### src/rtl/lsu_misalign.sv
// rtl/lsu_misalign.sv - load/store sequencer in front of dm; splits misaligned accesses into byte beats
// Define LSU_MISALIGN_TRAP_EN to trap misaligned requests (resp_err) instead of splitting them.
module lsu_misalign #(
  parameter int STORE_ACK = 1
) (
  input  logic        clk,
  input  logic        rst,
  input  logic        req_valid,
  output logic        req_ready,
  input  logic        req_we,
  input  logic [2:0]  req_type,
  input  logic [31:0] req_addr,
  input  logic [31:0] req_wdata,
  output logic        resp_valid,
  output logic [31:0] resp_rdata,
  output logic        resp_err,
  output logic        dm_we,
  output logic [2:0]  dm_type,
  output logic [31:0] dm_addr,
  output logic [31:0] dm_din,
  input  logic [31:0] dm_dout
);

  localparam logic [2:0] DM_WORD              = 3'b000;
  localparam logic [2:0] DM_HALFWORD          = 3'b001;
  localparam logic [2:0] DM_HALFWORD_UNSIGNED = 3'b010;
  localparam logic [2:0] DM_BYTE              = 3'b011;
  localparam logic [2:0] DM_BYTE_UNSIGNED     = 3'b100;

  localparam logic [1:0] S_IDLE = 2'd0;
  localparam logic [1:0] S_BEAT = 2'd1;
  localparam logic [1:0] S_RESP = 2'd2;

  // Unknown type codes behave as WORD.
  function automatic logic [2:0] size_of(input logic [2:0] t);
    case (t)
      DM_HALFWORD, DM_HALFWORD_UNSIGNED: size_of = 3'd2;
      DM_BYTE, DM_BYTE_UNSIGNED:         size_of = 3'd1;
      default:                           size_of = 3'd4;
    endcase
  endfunction

  function automatic logic is_mis(input logic [2:0] t, input logic [1:0] a);
    case (t)
      DM_HALFWORD, DM_HALFWORD_UNSIGNED: is_mis = a[0];
      DM_BYTE, DM_BYTE_UNSIGNED:         is_mis = 1'b0;
      default:                           is_mis = (a != 2'b00);
    endcase
  endfunction

  logic [1:0]  state;
  logic [1:0]  beat;
  logic        lat_we;
  logic [2:0]  lat_type;
  logic [31:0] lat_addr;
  logic [31:0] lat_wdata;
  logic        lat_mis;
  logic        lat_err;
  logic [31:0] asm_data;
  logic        last_beat;
  logic        trap_hit;
  logic [31:0] ext_data;

  assign last_beat = !lat_mis || ({1'b0, beat} == (size_of(lat_type) - 3'd1));

`ifdef LSU_MISALIGN_TRAP_EN
  assign trap_hit = is_mis(req_type, req_addr[1:0]);
`else
  assign trap_hit = 1'b0;
`endif

  always_ff @(posedge clk or posedge rst) begin
    if (rst) begin
      state     <= S_IDLE;
      beat      <= 2'd0;
      lat_we    <= 1'b0;
      lat_type  <= 3'd0;
      lat_addr  <= 32'd0;
      lat_wdata <= 32'd0;
      lat_mis   <= 1'b0;
      lat_err   <= 1'b0;
      asm_data  <= 32'd0;
    end else begin
      case (state)
        S_IDLE: begin
          if (req_valid) begin
            lat_we    <= req_we;
            lat_type  <= req_type;
            lat_addr  <= req_addr;
            lat_wdata <= req_wdata;
            lat_mis   <= is_mis(req_type, req_addr[1:0]);
            lat_err   <= trap_hit;
            beat      <= 2'd0;
            asm_data  <= 32'd0;
            state     <= trap_hit ? S_RESP : S_BEAT;
          end
        end
        S_BEAT: begin
          if (!lat_we) begin
            if (lat_mis) asm_data[{beat, 3'b000} +: 8] <= dm_dout[7:0];
            else         asm_data <= dm_dout;
          end
          if (last_beat) begin
            beat  <= 2'd0;
            state <= (lat_we && STORE_ACK == 0) ? S_IDLE : S_RESP;
          end else begin
            beat <= beat + 2'd1;
          end
        end
        S_RESP:  state <= S_IDLE;
        default: state <= S_IDLE;
      endcase
    end
  end

  always_comb begin
    ext_data = asm_data;
    case (lat_type)
      DM_HALFWORD:          ext_data = {{16{asm_data[15]}}, asm_data[15:0]};
      DM_HALFWORD_UNSIGNED: ext_data = {16'd0, asm_data[15:0]};
      DM_BYTE:              ext_data = {{24{asm_data[7]}}, asm_data[7:0]};
      DM_BYTE_UNSIGNED:     ext_data = {24'd0, asm_data[7:0]};
      default:              ext_data = asm_data;
    endcase
  end

  always_comb begin
    dm_we   = 1'b0;
    dm_type = DM_WORD;
    dm_addr = 32'd0;
    dm_din  = 32'd0;
    if (state == S_BEAT) begin
      dm_we = lat_we;
      if (lat_mis) begin
        dm_type = DM_BYTE;
        dm_addr = lat_addr + {30'd0, beat};
        dm_din  = {24'd0, lat_wdata[{beat, 3'b000} +: 8]};
      end else begin
        dm_type = lat_type;
        dm_addr = lat_addr;
        dm_din  = lat_wdata;
      end
    end
  end

  assign req_ready  = (state == S_IDLE);
  assign resp_valid = (state == S_RESP);
  assign resp_rdata = (state == S_RESP && !lat_we && !lat_err) ? ext_data : 32'd0;

`ifdef LSU_MISALIGN_TRAP_EN
  assign resp_err = (state == S_RESP) && lat_err;
`else
  assign resp_err = 1'b0;
`endif

endmodule

### config.mk
export PLATFORM = sky130hd
export DESIGN_NAME = lsu_misalign
export DESIGN_NICKNAME = d
export VERILOG_FILES = /design/src/rtl/lsu_misalign.sv
export SDC_FILE = /design/constraint.sdc
export NUM_CORES = 1
export LEC_CHECK = 0
export ABC_AREA = 0
export CAP_MARGIN = 20
export CELL_PAD_IN_SITES_DETAIL_PLACEMENT = 1
export CELL_PAD_IN_SITES_GLOBAL_PLACEMENT = 2
export CORE_UTILIZATION = 27
export CTS_CLUSTER_SIZE = 8
export DETAILED_ROUTE_END_ITERATION = 10
export GPL_TIMING_DRIVEN = 0
export PLACE_DENSITY_LB_ADDON = 0.1
export SYNTH_ARGS = -nofsm -noshare
export SYNTH_HDL_FRONTEND = slang
export SYNTH_SLANG_ARGS = --single-unit
### constraint.sdc
create_clock -name clk -period 4.65 [get_ports clk]
set_clock_uncertainty 0.2 [all_clocks]
set_input_delay 0.93 -clock clk [delete_from_list [all_inputs] [get_ports clk]]
set_output_delay 0.93 -clock clk [all_outputs]
set_load 0.01 [all_outputs]
==> metrics.md <==
| Metric | Value |
|---|---|
| Register area share after synthesis | `43.8%` |
| H-tree Lvls | `3` |
| Slew Viols, Final | `0` |
| Fillers | `2468` |
| Reg area | `2630 µm²` |
| Final Critical Period | `4.45 ns` |
| Initial antenna violation count | `0` |
| Drt drc | `0` |
| Hold_sp | `asm_data[18]` |
| Count of unique library cells instantiated by Yosys | `52` |
| Async SR Flop Fraction | `100%` |
| Area growth, synth to finish | `46.7%` |
| Hpwl dp | `17000 µm` |
| Top cell type by total area after synthesis | `dfrtp_1` |
| Clock power frac | `16.6%` |
| Post-synthesis net count | `711` |
| Worst-case clock buffer depth | `2` |
| Power Density | `579 nW/µm²` |
| Count leader, synth | `dfrtp_1` |
| Final Hold Fails | `0` |
| Crit start category | `register` |
| Post-route cell area | `8800 µm²` |
| Setup TNS | `0 ns` |
| Commonest cells in the netlist | `dfrtp_1, mux2_2, a21oi_1` |
| CTS tree | `yes` |
| Critical path type | `register to output pin` |
| Critical Path End Type | `output pin` |
| Die H | `151 µm` |
| Wire length of the first global-routing pass | `33600 µm` |
| Max-Cap Viols | `0` |
| Sequential power share | `32.7%` |
| Comb pwr share | `50.7%` |
| Peak Freq | `225 MHz` |
| Latest clock arrival within the worst-skew pair | `0.36 ns` |
| Iteration-0 DRC Markers | `165` |
| Pleak | `3.50 nW` |
| PortBufs | `204` |
| Setup violators final | `0` |
| Chip width | `151 µm` |
| Via/cell ratio | `5.07` |
| # nets final | `931` |
| Sw frac | `40.8%` |
| Crit path DAT | `3.32 ns` |
| CP Max Fanout | `10` |
| Starting Density | `27.5%` |
| Setup ws final | `0.197 ns` |
| First-pass detailed-route iteration total | `4` |
| Grt total ovfl | `0` |
| Avg Synthesized Cell Area | `10.0 µm²` |
| Vias in the first global route | `5954` |
| Via Count | `5601` |
| Share of layout cells above drive strength 1 | `14.8%` |
| Die ar. | `22800 µm²` |
| Worst slew pin tran | `0.824 ns` |
| Syn. warnings | `0` |
| Placed instance area | `8440 µm²` |
| Post-synth EDFFs | `0` |
| Post-place setup slack | `0.122 ns` |
| Reg-to-reg startpoint | `beat[0]` |
| CP Data Required Time | `3.52 ns` |
| Placer Congestion | `0.766` |
| Area contributors post-synth | `dfrtp_1, mux2_2, a21oi_1, and3_1, o2bb2ai_1` |
| Multi-input gate area | `3070 µm²` |
| Status | `finished clean` |
| Largest net degree at the start of global routing | `57` |
| Row count | `54` |
| Total GRT Usage | `19.7%` |
| Cells after Synth | `600` |
| Net Sw Power | `2.08 mW` |
| Synth Register Bits | `105` |
| Final ANT Viol Nets | `0` |
| Core area | `21800 µm²` |
| I/O pin cnt | `206` |
| Routed len/inst | `19.8 µm` |
| Synth top area share | `43.8%` |
| Hold WC Path Type | `register to register` |
| Internal | `3.02 mW` |
| Main synth FF type | `dfrtp_1` |
| CTS root buf | `clkbuf_16` |
| Post-Syn Area | `6000 µm²` |
| CTS Buf Count | `9` |
| Maximum vdd drop | `0.217 mV` |
| Critical Path Start | `lat_addr[0]` |
| Clock Sinks | `105` |
| Clock transition at the registers of the reported paths | `0.08 ns` |
| Rel. slew slack | `45.0%` |
| Final Cycle Share | `95.8%` |
| DRT Wirelength | `21900 µm` |
| Total power | `5.10 mW` |
| Ant diodes | `0` |
-- layer usage --
layer / part of all wire, % / wire length (µm) / global-route usage, % / vias to the layer above
li1: - / - / - / 2643
met1: 45 / 9840 / 25.8 / 2809
met2: 48 / 10500 / 32.6 / 136
met3: 5.7 / 1250 / 4.01 / 13
met4: 1.2 / 258 / 5.85 / 0
met5: 0 / 0 / 0 / -
-- power groups by stage --
stage               Combinational (mW)  Sequential [mW]  Clock [mW]
CTS                               2.64             1.67       0.871
detailed placement                2.63             1.68           0
floorplan                         1.56             1.56           0
global placement                  2.56             1.66           0
global route                      2.85             1.74       0.905
finish                            2.59             1.67       0.845
-- kinds of logic (layout without fill, tap and decap cells) --
group	count (synthesis)	after routing	synth area share (%)
AOI/OAI and AO/OA	174	174	18.7
other	1	1	0.0625
buffers and inverters	72	297	5.42
muxes	72	72	13.5
and+or+nand+nor	158	158	15.3
xor gates and xnor gates	10	10	1.46
adders and majority gates	8	8	1.79
DFF	105	105	43.8
-- cells in the final DEF (no fill, tap or decap), types with 4 or more instances in the layout --
master           synthesis  routed
nand2b_1                 5       5
clkdlybuf4s50_1          0     194
o21ai_0                 26      26
nand3_1                  7       7
nor2b_1                  6       6
nor4_1                   4       4
dfrtp_1                105     103
nor2_1                  28      28
clkbuf_16                0       9
nor3_1                   5       4
o22ai_1                  8       8
mux2_2                  70      70
o31ai_1                 12      11
clkbuf_1                25      26
o2bb2ai_1               24      24
a21oi_1                 60      59
or4_1                   13      13
nand4_1                  4       4
buf_2                    7       9
o21bai_1                 5       4
or3_1                    8       8
a22oi_1                 24      24
inv_1                   32      30
dlymetal6s2s_1           0       5
and3_1                  34      34
ha_1                     7       7
xnor2_1                  8       8
nand2_1                 24      24
a22o_1                   9       9
dlygate4sd2_1            0       5
-- worst max-delay path: stages (launching register included) --
cell and delay, ns:
dfrtp_1 0.37, ha_1 0.18, inv_1 0.06, fa_1 0.38, nand3b_2 0.27, or4_4 0.56
buf_6 0.16, or4_1 0.49, a21oi_1 0.19, dlygate4sd2_1 0.29
-- flip-flops by register name, summed over array words and instances, names as in the netlist --
register / count
lat_wdata: 32
lat_mis: 1
lat_addr: 32
beat: 2
state: 2
lat_type: 3
asm_data: 32
lat_we: 1
-- metrics by stage --
step	cells	hold WS [ns]	utilization, %
floorplan	600	0.256	-
CTS	1105	0.297	40.2
global route	1105	0.317	40.3
finish	1105	0.290	40.3
detailed placement	1088	0.275	38.7
global placement	1084	0.270	38.5
-- timing repair --
action | in CTS | in global routing
hold buffers | 0 | 0
setup buffers | 1 | 0
cloned | 0 | 0
gates resized for setup | 11 | 8
pin swaps | 0 | 0
setup endpoints to repair | 10 | 24
-- worst paths after layout --
path / slack, ns / cells past startpoint / endpoint
worst max-delay path: 0.20 / 9 / dm_addr[30]
worst min-delay path: 0.29 / 1 / asm_data[18]
worst max register to register: 1.55 / 9 / asm_data[22]
worst min register to register: 0.29 / 1 / asm_data[18]
max in group asynchronous: 2.71 / 3 / asm_data[20]
min in group asynchronous: 0.82 / 2 / lat_wdata[29]
-- final cells by class --
type                       count  share of cell area (%)
multi-input combinational    423                    34.8
sequential                   105                    29.9
timing repair buffer         209                    23.9
tap                          280                    3.98
clock buffer                  12                    2.80
buffer                        40                    2.37
inverter                      32                    1.39
clock inverter                 4                   0.867
No activity file was read; power rests on OpenSTA's default activity.
